===== config.mk =====
export PLATFORM = sky130hd
export DESIGN_NAME = wavlet_coef_pack
export DESIGN_NICKNAME = d
export VERILOG_FILES = /design/src/rtl/wavlet_coef_pack.sv
export SDC_FILE = /design/constraint.sdc
export NUM_CORES = 1
export LEC_CHECK = 0
export ABC_AREA = 1
export BUFFER_PORTS_ARGS = -buffer_cell sky130_fd_sc_hd__buf_2
export CAP_MARGIN = 20
export CELL_PAD_IN_SITES_DETAIL_PLACEMENT = 1
export CELL_PAD_IN_SITES_GLOBAL_PLACEMENT = 2
export CORE_ASPECT_RATIO = 1.1
export CORE_MARGIN = 5
export CORE_UTILIZATION = 42
export DETAILED_ROUTE_END_ITERATION = 8
export GPL_TIMING_DRIVEN = 0
export PLACE_DENSITY = 0.95
export SYNTH_ARGS = -nofsm -noshare
export SYNTH_HDL_FRONTEND = slang
export SYNTH_SLANG_ARGS = --single-unit

===== constraint.sdc =====
create_clock -name clk -period 15.1 [get_ports clk]
set_clock_uncertainty 0.2 [all_clocks]
set_input_delay 3.02 -clock clk [delete_from_list [all_inputs] [get_ports clk]]
set_output_delay 3.02 -clock clk [all_outputs]
set_load 0.05 [all_outputs]

===== src/rtl/wavlet_coef_pack.sv =====
// Wavelet coefficient packer: soft-thresholds hd, rounds/scales/saturates both
// coefficients, buffers pairs in a FIFO and emits them as ld/hd beats.
module wavlet_coef_pack #(
   parameter int DEPTH = 8,
   parameter int SHIFT = 4
) (
   input  logic               clk,
   input  logic               rst,
   input  logic               in_valid,
   input  logic signed [20:0] in_hd,
   input  logic signed [20:0] in_ld,
   input  logic        [19:0] thr,
   output logic               in_ready,
   output logic               out_valid,
   input  logic               out_ready,
   output logic signed [15:0] out_data,
   output logic               out_is_hd,
   output logic        [15:0] drop_cnt,
   output logic               sat_flag
);

   // state | meaning
   // S_LD  | presenting ld of the FIFO head
   // S_HD  | presenting hd of the FIFO head; handshake here pops the pair
   typedef enum logic {S_LD = 1'b0, S_HD = 1'b1} state_t;

   localparam int AW = $clog2(DEPTH);
   localparam logic signed [21:0] RND = 22'sd1 <<< (SHIFT - 1);

   function automatic logic [16:0] f_scale(input logic signed [21:0] x);
      logic signed [21:0] r;
      logic        [16:0] res;
      r = (x + RND) >>> SHIFT;
      if (r > 22'sd32767)
         res = {1'b1, 16'h7FFF};
      else if (r < -22'sd32768)
         res = {1'b1, 16'h8000};
      else
         res = {1'b0, r[15:0]};
      return res;
   endfunction

   state_t              r_state;
   logic [31:0]         r_mem [DEPTH];
   logic [AW-1:0]       r_wr;
   logic [AW-1:0]       r_rd;
   logic [AW:0]         r_count;
   logic                r_p_valid;
   logic [15:0]         r_p_ld;
   logic [15:0]         r_p_hd;
   logic [15:0]         r_drop;
   logic                r_sat;

   logic signed [21:0]  w_hd_x;
   logic signed [21:0]  w_ld_x;
   logic signed [21:0]  w_thr_x;
   logic signed [21:0]  w_abs;
   logic signed [21:0]  w_hd_t;
   logic [16:0]         w_hd_r;
   logic [16:0]         w_ld_r;
   logic [AW+1:0]       w_occ;
   logic                w_accept;
   logic                w_drop;
   logic                w_out_valid;
   logic                w_pop;
   logic [31:0]         w_head;

   always_comb begin
      w_hd_x  = {in_hd[20], in_hd};
      w_ld_x  = {in_ld[20], in_ld};
      w_thr_x = $signed({2'b00, thr});
      w_abs   = in_hd[20] ? -w_hd_x : w_hd_x;
      w_hd_t  = 22'sd0;
      if (w_abs > w_thr_x)
         w_hd_t = in_hd[20] ? (w_hd_x + w_thr_x) : (w_hd_x - w_thr_x);
      w_hd_r  = f_scale(w_hd_t);
      w_ld_r  = f_scale(w_ld_x);
   end

   // P counts toward occupancy so the FIFO always has room for it next edge
   assign w_occ       = (AW+2)'(r_count) + (AW+2)'(r_p_valid);
   assign in_ready    = !rst && (w_occ < (AW+2)'(DEPTH));
   assign w_accept    = in_valid && in_ready;
   assign w_drop      = in_valid && !in_ready;
   assign w_out_valid = !rst && (r_count != '0);
   assign w_pop       = w_out_valid && out_ready && (r_state == S_HD);
   assign w_head      = r_mem[r_rd];

   assign out_valid = w_out_valid;
   assign out_is_hd = !rst && (r_state == S_HD);
   assign out_data  = !w_out_valid ? 16'sd0 :
                      (r_state == S_HD) ? w_head[15:0] : w_head[31:16];
   assign drop_cnt  = rst ? 16'd0 : r_drop;
   assign sat_flag  = !rst && r_sat;

   always_ff @(posedge clk) begin
      if (!rst && r_p_valid)
         r_mem[r_wr] <= {r_p_ld, r_p_hd};
   end

   always_ff @(posedge clk) begin
      if (rst) begin
         r_state   <= S_LD;
         r_wr      <= '0;
         r_rd      <= '0;
         r_count   <= '0;
         r_p_valid <= 1'b0;
         r_p_ld    <= '0;
         r_p_hd    <= '0;
         r_drop    <= '0;
         r_sat     <= 1'b0;
      end else begin
         r_p_valid <= w_accept;
         if (w_accept) begin
            r_p_ld <= w_ld_r[15:0];
            r_p_hd <= w_hd_r[15:0];
            if (w_ld_r[16] || w_hd_r[16])
               r_sat <= 1'b1;
         end
         if (w_drop && (r_drop != 16'hFFFF))
            r_drop <= r_drop + 16'd1;
         if (r_p_valid)
            r_wr <= r_wr + 1'b1;
         if (w_pop)
            r_rd <= r_rd + 1'b1;
         case ({r_p_valid, w_pop})
            2'b10:   r_count <= r_count + 1'b1;
            2'b01:   r_count <= r_count - 1'b1;
            default: r_count <= r_count;
         endcase
         if (w_out_valid && out_ready) begin
            case (r_state)
               S_LD:    r_state <= S_HD;
               S_HD:    r_state <= S_LD;
               default: r_state <= S_LD;
            endcase
         end
      end
   end

endmodule


==> qor.txt <==
top cells by count, synth - nand2_1 (309), edfxtp_1 (256), inv_1 (217)
hpwl dp - 38.1 mm
I/O Pins - 102
nets@finish - 2050
YS warnings - 0
setup violation total in the final timing report - 0
cells after synthesis - 1790
final WL - 52.3 mm
total track usage - 0.228
count of pins over their slew limit - 0
largest net degree at the start of global routing - 25
Core ar. - 40100 um2
Worst-path clk slew - 0.07 ns
Power Density - 114 nW/um2
fmax - 115 MHz
Max stage delay on crit path - 0.85 ns
Hold WC Path Type - register to register
outcome - finished clean
critical path class - input port to output port
post-cts resize count - 0
number of global-route vias before repair - 14800
cell row count - 77
peak supply drop - 0.0611 mV
ANT nets after route - 0
unrepaired setup endpoints after global routing - false
post-synthesis cell type count - 57
worst endpoint required time - 11.88 ns
CP Buf/Inv Count - 4
crit share post-route - 0.577
layer carrying the most global-route usage - met2
CP max stage cell - a31oi_1
CP Cell Sequence - buf_2 -> clkbuf_1 -> a31oi_1 -> clkbuf_1 -> nand2_1 -> a31oi_1 -> buf_2
clk root buf - clkbuf_16
max-capacitance violation count - 0
post-CTS setup buffers - 0
M2 GR Usage - 0.424
Pleak - 7.54 nW
initial drt markers - 838
Avg Inst Size Synth - 9.49 um2
cell family with most CP delay - compound AO/OA/AOI/OAI gates
syn_nets - 1907
Initial Util - 0.424
critical path launch point type - input port
total congestion overflow - 0
Rel. slew slack - 0.303
Synth Flop Type - edfxtp_1
synthesized area - 17000 um2
met1 Resource Use GR - 0.271
Die Ht - 221 um
Vias - 13700
first-pass GRT wire length - 80.5 mm
most common cell in the netlist - nand2_1
Clock Path Buffers - 3
CP endpoint kind - output port
Setup TNS - 0 ns
hold_buf cts - 0
Synth top area share - 0.453
worst skew pair latency - 0.52 ns
ys async rst share - 0
die area - 44600 um2
Synth-to-Final Area Change - 14.6%
CP arrival - 5.49 ns
Tot Pwr - 0.00222 W
CP Max Fanout - 10
vias per cell - 5.55
share of layout cells above drive strength 1 - 0.135
Synth Register Bits - 320
met3 Use GR - 0.0329
register area share after synthesis - 0.528
number of remaining DRC errors - 0
number of synthesized flops with an enable pin - 256
final worst slack - 6.39 ns
DR WL/cell - 21.2 um
synth top area cells - edfxtp_1 (45%), dfxtp_1 (7.5%), nand2_1 (6.8%)
dpl ws - 6.45 ns
H-tree depth - 2
CTS sink count - 320
Final min period - 8.71 ns
actual slew at the worst max-slew pin - 1.04 ns
Die W - 202 um
CTS tree - built
Yosys top cell by area - edfxtp_1
gpl congestion - 0.833
IO Port Bufs - 98
drt first pass iters - 7
Fin. Hold Viols - 0
Num CTS Buffers - 35
initial antenna violation count - 1
==> area by class of cell <==
class / count / area, um2
Multi-Input combinational cell: 1178 / 6950
Clock buffer: 46 / 938
Buffer: 63 / 269
Timing Repair Buffer: 106 / 681
Sequential cell: 320 / 8970
Clock inverter: 15 / 159
Inverter: 229 / 860
Tap cell: 513 / 642
Antenna cell: 1 / 2.50
Fill cell: 4607 / 20600
==> worst paths after layout <==
kind / slack, ns / start / depth (start not counted) / to
hold reg to reg: 0.27 / r_sat / 2 / r_sat
hold / removal: 0.27 / r_sat / 2 / r_sat
setup / recovery: 6.39 / rst / 7 / out_data[6]
setup reg to reg: 11.54 / r_count[0] / 13 / r_count[3]
==> routing by layer <==
layer  share of wire  up-vias
li1                -     6410
met1            0.39     6751
met2            0.52      440
met3           0.057      101
met4           0.029        0
met5               0        -
==> cell usage in the layout, fill, tap and decap left out, types with 5 or more instances in the layout <==
| master | instances |
|---|---|
| edfxtp_1 | 256 |
| inv_1 | 217 |
| dfxtp_1 | 64 |
| or2_2 | 7 |
| ha_1 | 50 |
| nand2_2 | 17 |
| buf_1 | 12 |
| o21ai_0 | 167 |
| inv_2 | 9 |
| a21oi_2 | 13 |
| xnor2_1 | 17 |
| clkbuf_16 | 36 |
| clkbuf_1 | 57 |
| nand3b_1 | 6 |
| mux2i_1 | 64 |
| nor2_1 | 120 |
| buf_2 | 99 |
| nand2_1 | 309 |
| nor2_2 | 12 |
| nor3_1 | 31 |
| a22oi_1 | 15 |
| a21oi_1 | 123 |
| nor2_4 | 18 |
| a31oi_1 | 18 |
| o211ai_1 | 18 |
| clkinv_2 | 5 |
| nand4_1 | 20 |
| nor4_1 | 9 |
| clkinv_1 | 8 |
| nand3_2 | 12 |
| xor2_1 | 46 |
| nand3_1 | 47 |
| buf_12 | 5 |
==> cell families after synthesis <==
group,Yosys count,share of synthesized area
mux,64,0.0377
flops,320,0.528
buf+inv,292,0.0664
fa+ha+maj,51,0.0380
simple gates,626,0.173
compound gates,373,0.123
xor+xnor,64,0.0334
==> worst register-to-register path, stage by stage (launching register included) <==
cell      delay [ns]
dfxtp_1         0.30
inv_1           0.11
a31oi_1         0.86
nand2_1         0.15
nor2_1          0.42
ha_1            0.30
ha_1            0.28
nand2_1         0.07
nor2_1          0.04
a211oi_1        0.23
o21ai_0         0.12
a21oi_1         0.17
o21ai_0         0.10
a21oi_1         0.14
==> flip-flops by register name, summed over array words and instances, names as in the netlist, named ones only <==
| register | cells |
|---|---|
| r_drop | 16 |
| r_state | 1 |
| r_mem | 256 |
| r_count | 4 |
| r_p_ld | 16 |
| r_sat | 1 |
| r_p_hd | 16 |
| r_p_valid | 1 |
| r_rd | 3 |
| r_wr | 3 |
==> power breakdown <==
part	leakage, nW	internal, W	switching, W
logic	4.14	0.000113	0.000246
registers	2.86	0.000987	0.0000354
clock network	0.537	0.000490	0.000347
total	7.54	0.00159	0.000628
==> per-stage QoR <==
stage / hold WS (ns) / cells / cell area, um2 / utilization
finish: 0.267 / 2471 / 19500 / 0.486
floorplan: 0.221 / 1790 / 17000 / -
global placement: 0.238 / 2401 / 18100 / 0.452
detailed placement: 0.258 / 2409 / 18400 / 0.458
global route: 0.288 / 2470 / 19500 / 0.486
CTS: 0.275 / 2470 / 19500 / 0.486
Power figures use the tool's default switching activity.
